$ cat config.mk
export PLATFORM = sky130hd
export DESIGN_NAME = rr_mux_sel
export DESIGN_NICKNAME = d
export VERILOG_FILES = /design/src/rtl/rr_mux_sel.sv
export SDC_FILE = /design/constraint.sdc
export NUM_CORES = 1
export LEC_CHECK = 0
export BUFFER_PORTS_ARGS = -buffer_cell sky130_fd_sc_hd__buf_2
export CORE_ASPECT_RATIO = 0.75
export CORE_MARGIN = 10
export CORE_UTILIZATION = 40
export DETAILED_ROUTE_END_ITERATION = 16
export HOLD_SLACK_MARGIN = 0.1
export SLEW_MARGIN = 10
export SYNTH_ARGS = -nofsm -noshare
export SYNTH_HDL_FRONTEND = slang
export SYNTH_SLANG_ARGS = --single-unit
$ cat constraint.sdc
create_clock -name clk -period 1.6 [get_ports clk]
set_input_delay 0.48 -clock clk [delete_from_list [all_inputs] [get_ports clk]]
set_output_delay 0.48 -clock clk [all_outputs]
set_load 0.01 [all_outputs]
$ cat src/rtl/rr_mux_sel.sv
// Round-robin select generator for a downstream 4:1 mux.
// Sticky grant until ack, with a rotating search pointer.
module rr_mux_sel #(
   parameter int Tpd = 1
) (
   input  logic       clk,
   input  logic       rst_n,
   input  logic [3:0] req,
   input  logic       ack,
   output logic       s0,
   output logic       s1,
   output logic       valid,
   output logic [3:0] gnt,
   output logic [7:0] gnt_cnt
);

   localparam logic [0:0] IDLE = 1'b0;
   localparam logic [0:0] BUSY = 1'b1;

   // Tpd only carries meaning for timing-annotated models.
   if (Tpd < 0) begin : g_tpd_neg
   end

   logic [0:0] state, state_n;
   logic [1:0] ptr, ptr_n;
   logic [1:0] sel, sel_n;
   logic [3:0] gnt_n;
   logic [7:0] cnt_n;
   logic       cnt_inc;
   logic [1:0] nxt_ptr;

   // First set request at or after start index p, wrapping mod 4.
   function automatic logic [1:0] pick(
      input logic [3:0] r,
      input logic [1:0] p
   );
      logic [1:0] idx;
      pick = p;
      for (int k = 3; k >= 0; k--) begin
         idx = p + 2'(k);
         if (r[idx]) pick = idx;
      end
   endfunction

   assign nxt_ptr = sel + 2'd1;

   always_comb begin
      state_n = state;
      ptr_n   = ptr;
      sel_n   = sel;
      cnt_inc = 1'b0;
      case (state)
         IDLE: begin
            if (|req) begin
               state_n = BUSY;
               sel_n   = pick(req, ptr);
               cnt_inc = 1'b1;
            end
         end
         BUSY: begin
            if (ack) begin
               ptr_n = nxt_ptr;
               if (|req) begin
                  sel_n   = pick(req, nxt_ptr);
                  cnt_inc = 1'b1;
               end else begin
                  state_n = IDLE;
               end
            end
         end
         default: state_n = IDLE;
      endcase
      gnt_n = (state_n == BUSY) ? (4'b0001 << sel_n) : 4'b0000;
      cnt_n = (cnt_inc && gnt_cnt != 8'hFF) ? gnt_cnt + 8'd1 : gnt_cnt;
   end

   always_ff @(posedge clk or negedge rst_n) begin
      if (!rst_n) begin
         state   <= IDLE;
         ptr     <= 2'd0;
         sel     <= 2'd0;
         gnt     <= 4'b0000;
         gnt_cnt <= 8'h00;
      end else begin
         state   <= state_n;
         ptr     <= ptr_n;
         sel     <= sel_n;
         gnt     <= gnt_n;
         gnt_cnt <= cnt_n;
      end
   end

   assign valid = (state == BUSY);
   assign s0    = sel[0];
   assign s1    = sel[1];

endmodule

## After elaboration in Yosys (flattened, before gate mapping)

Cells that the tools add are included.

| storage, ports and cells | value |
|---|---|
| logic and storage cells | 61 |
| output and inout bits | 15 |
| flip-flop bits (word level) | 17 |

| cells by class | value |
|---|---|
| equality and inequality tests | 1 |
| bitwise gates (word level) | 1 |
| shifts and indexed selects | 1 |
| reductions and logical operators | 3 |
| magnitude comparators | 8 |
| multiplexer cells | 34 |
| add/subtract/negate cells | 8 |

Operators by type and width:

| kind | count |
|---|---|
| $lt 2x3->1 const B | 8 |
| $mux 2 | 11 |
| $bmux 1 s2 | 8 |
| $mux 1 | 11 |
| $add 2x2->2 const B | 4 |
| $add 8x1->8 const B | 1 |
| $ne 8x8->1 const B | 1 |
| $add 2x1->2 const B | 3 |
| $mux 4 | 1 |
| $pmux 1 s2 | 2 |
| $pmux 2 s2 | 1 |
| $reduce_or 4->1 | 1 |
| $shl 1x2->4 const A | 1 |
| $reduce_and 2->1 | 1 |
| $logic_and 1x1->1 | 1 |
| $not 1->1 | 1 |

## Logic depth before layout (Yosys ltp)

| logic depth | value |
|---|---|
| depth in word-level cells | 13 |
| depth in mapped cells | 6 |
| gate-level depth less buffers | 5 |

## Least setup slack after synthesis

Ideal clock, no wire load.

| path | value |
|---|---|
| path type | input to register |
| from | input port req[0] |
| to | register gnt[2] |
| path buffers | 1 |
| slack | -215 ps |
| setup time | 80 ps |
| arrival time | 1735 ps |
| stages on the path | 6 |
| path through | clkbuf_8 > or4_4 > o2111ai_2 > a211oi_2 > a211oi_4 > nor3b_2 |

| between the ends | value |
|---|---|
| longest elaborated chain between the ends | 11 |

Ends and longest elaborated chain:

| element | line | source |
|---|---|---|
| start: declaration | 8 | `input logic [3:0] req,` |
| $bmux 1 s2 | 41 | `if (r[idx]) pick = idx;` |
| $mux 1 (not written as such) | 41 |  |
| $mux 2 (4 in a row) | 41 |  |
| $mux 2 | 63 | `if (\|req) begin` |
| $mux 2 | 61 | `if (ack) begin` |
| $pmux 2 s2 | 52 | `case (state)` |
| $shl 1x2->4 | 73 | `gnt_n = (state_n == BUSY) ? (4'b0001 << sel_n) : 4'b0000;` |
| $mux 4 * | 73 |  |
| named net gnt_n[2] | 27 | `logic [3:0] gnt_n;` |
| end signal: assignment | 88 | `gnt <= gnt_n;` |
| end: declaration | 13 | `output logic [3:0] gnt,` |

The timed path passes the listed nets; every way through them passes the cells marked *. The select of a mux whose other input is x is not followed.
A chain may end at the register's enable or synchronous reset.

## Final worst setup path

| path | value |
|---|---|
| from | input port req[1] |
| to | register gnt[2] |

Same word-level chain as after synthesis.

==> results.md <==
- Outcome: complete, no violations
- Largest net degree at the start of global routing: 18
- FF-to-FF Start: sel[1]
- Clock transition at the registers of the reported paths: 90 ps
- DR pass1 iterations: 4
- Core utilization of the finished layout: 0.5333
- CP startpoint kind: input port
- Commonest non-fill, non-tap cell in the layout: buf_2
- DRC: 0
- Fin. Hold Viols: 0
- Met2 wire length: 998 µm
- Ports: 22
- Post-Syn Nets: 100
- Max Cap Viol: 0
- First-pass GRT wire length: 3.560 mm
- Number of antenna diodes: 0
- CTS H-Tree Depth: 1
- Vias/cell: 5.214
- Initial Utilization: 0.4128
- P&R area growth vs syn: 29.21%
- Slew HR: 0.7465
- Global placement routability congestion: 0.8711
- Final worst-path cycle share: 0.9562
- Die height: 61.75 µm
- Worst VDD drop: 588.4 µV
- Ratio of total power to cell area: 1449 nW/µm²
- Die Footprint: 4672 µm²
- Critical path type: input port to flop
- Clk_lat worst skew: 290 ps
- Fillers: 229
- Clk_skew: 0.7854 ps
- Number of post-CTS setup repair buffers: 0
- Clk sinks: 17
- Yosys warns: 0
- Worst-margin pin slew: 380.3 ps
- DR top layer: met4
- Longest Clk Path Bufs: 2
- Leakage: 0.5782 nW
- Crit-path max FO: 5
- WL met1: 1.038 mm
- Horiz. Die Dim: 75.67 µm
- Routed wire length: 2.214 mm
- Syn Inst Count: 92
- Total grt overflow: 0
- Initial antenna violation count: 0
- Flop2flop setup slack: 90 ps
- DR iter-0 viols: 45
- Total Power: 1.741 mW
- Synth Register Bits: 17
- WL/cell: 14.38 µm
- Post-DP Area: 1147 µm²
- CTS tree: done
- DP HPWL: 1.752 mm
- Synth cell types: 36
- Share of cells above drive strength 1: 0.4031
- CTS Buf Count: 3
- Worst hold path type: flop to flop
- Vias in the first global route: 753
- Critical path origin: req[1]
- Synthesized area per cell: 10.10 µm²
- Tmin final: 1530 ps
- Cell area after synthesis: 929.6 µm²
- Slew Limit Fails: 0
- Port buffer count: 21
- Final setup violation count: 0
- Critical path capture point: gnt[2]
- Sequential-to-total area share from yosys stat: 0.4576
- Gr usage total: 0.1002
- Worst Reg-to-Reg Cells: 6
- DRT antenna net count: 0
- Row Count: 15
- Fin nets: 138
- Vias after detailed routing: 803
- FMAX: 653.7 MHz
- Data required time of the worst path: 1820 ps
- Root Buffer: clkbuf_4
- Met3 WL: 159 µm
- Fin area: 1201 µm²
- Core Region: 2252 µm²
- Most frequent cells in the layout: buf_2 (21), dfrtp_1 (17), buf_4 (13)
- CP endpoint kind: flop
- CP Data Arrival Time: 1750 ps
- Critical R2R Capture: gnt[2]
-- logic make-up after synthesis --
logic type | count (synthesis) | share of synthesized area
and+or+nand+nor | 36 | 0.2059
AOI/OAI and AO/OA | 22 | 0.1857
DFF | 17 | 0.4576
xor gates and xnor gates | 8 | 0.07537
buffers and inverters | 8 | 0.06192
adders and majority gates | 1 | 0.01346
-- what timing repair did --
item,4_1_cts,5_1_grt
gates resized for setup,0,5
setup endpoints to repair,0,4
hold buffers,0,1
hold endpoints to repair,0,8
-- registers in the layout, indices dropped and copies added, names as in the netlist --
| signal | cells |
|---|---|
| valid | 1 |
| gnt | 4 |
| gnt_cnt | 8 |
| ptr | 2 |
| sel | 2 |
-- cells in the mapped netlist --
cell | n | area share
a21o_1 | 1 | 0.0081
dfrtp_1 | 17 | 0.46
nor3b_1 | 1 | 0.0081
nand2_1 | 12 | 0.048
nand2b_1 | 1 | 0.0067
a22oi_1 | 1 | 0.0081
buf_6 | 1 | 0.012
or2_2 | 1 | 0.0067
nand4_1 | 2 | 0.013
o21a_1 | 1 | 0.0081
inv_1 | 5 | 0.020
or2b_2 | 1 | 0.0094
o21ai_0 | 7 | 0.038
ha_1 | 1 | 0.013
nor4_1 | 1 | 0.0067
a2bb2oi_1 | 1 | 0.0094
a21boi_0 | 1 | 0.0081
o211ai_1 | 1 | 0.0081
o221a_2 | 1 | 0.012
xor2_1 | 2 | 0.019
nor2b_1 | 2 | 0.013
a211oi_2 | 1 | 0.013
a21oi_1 | 2 | 0.011
nor3b_2 | 1 | 0.013
nand3_1 | 2 | 0.011
or4_4 | 1 | 0.012
a311oi_1 | 1 | 0.0094
xnor2_1 | 6 | 0.057
nor3_1 | 3 | 0.016
and3_1 | 3 | 0.020
o2111ai_2 | 1 | 0.016
o31ai_1 | 1 | 0.0081
nor2_1 | 5 | 0.020
a211oi_4 | 1 | 0.022
a31oi_1 | 1 | 0.0067
clkbuf_8 | 2 | 0.030
-- per-stage QoR --
| stage | worst slack (ps) | instances | setup TNS, ps | hold WS, ps |
|---|---|---|---|---|
| 2_1_floorplan | -128.5 | 92 | -422.0 | 184.4 |
| 3_3_place_gp | -185.8 | 149 | -801.7 | 418.9 |
| 3_5_place_dp | -216.6 | 149 | -941.0 | 425.9 |
| 4_1_cts | 41.73 | 153 | 0 | 102.3 |
| 5_1_grt | -1.619 | 154 | -1.619 | 514.4 |
| 6_report | 70.14 | 154 | 0 | 486.9 |
-- cell type report --
cell class              instances  area [µm²]  share of cell area
flip-flops and latches         17       425.4              0.3542
clock buffers                   4       26.28             0.02188
inverters                       5       18.77             0.01563
repair buffers                 36       224.0              0.1865
multi-input cells              67       475.5              0.3958
well taps                      25       31.28             0.02604
-- metal layers --
layer,vias to the layer above,GRT usage
li1,402,-
met1,382,0.1244
met2,17,0.1524
met3,2,0.04762
met4,0,0.02639
met5,-,0
-- how the worst min path moves through the flow --
| stage | slack (ps) | from | end | depth (start not counted) |
|---|---|---|---|---|
| final | 490 | gnt_cnt[5] | gnt_cnt[5] | 1 |
| after global routing | 510 | gnt_cnt[5] | gnt_cnt[5] | 1 |
| after CTS | 100 | rst_n | sel[0] | 1 |
| after detailed placement | 430 | rst_n | gnt_cnt[4] | 1 |
| after global placement | 420 | rst_n | gnt_cnt[4] | 1 |
| after floorplan | 180 | rst_n | gnt[0] | 0 |
-- critical path, stage by stage --
cell and delay, ps:
buf_2 120, or4_4 540, o2111ai_2 80, a211oi_2 70, a211oi_4 260, nor3b_2 210
-- power breakdown --
group	internal [mW]	leakage [nW]	switching (mW)	total [mW]
clock network	0.0970	0.0150	0.128	0.225
registers	0.588	0.210	0.156	0.743
logic	0.386	0.353	0.386	0.772
total	1.07	0.578	0.670	1.74
Power figures use the tool's default switching activity.
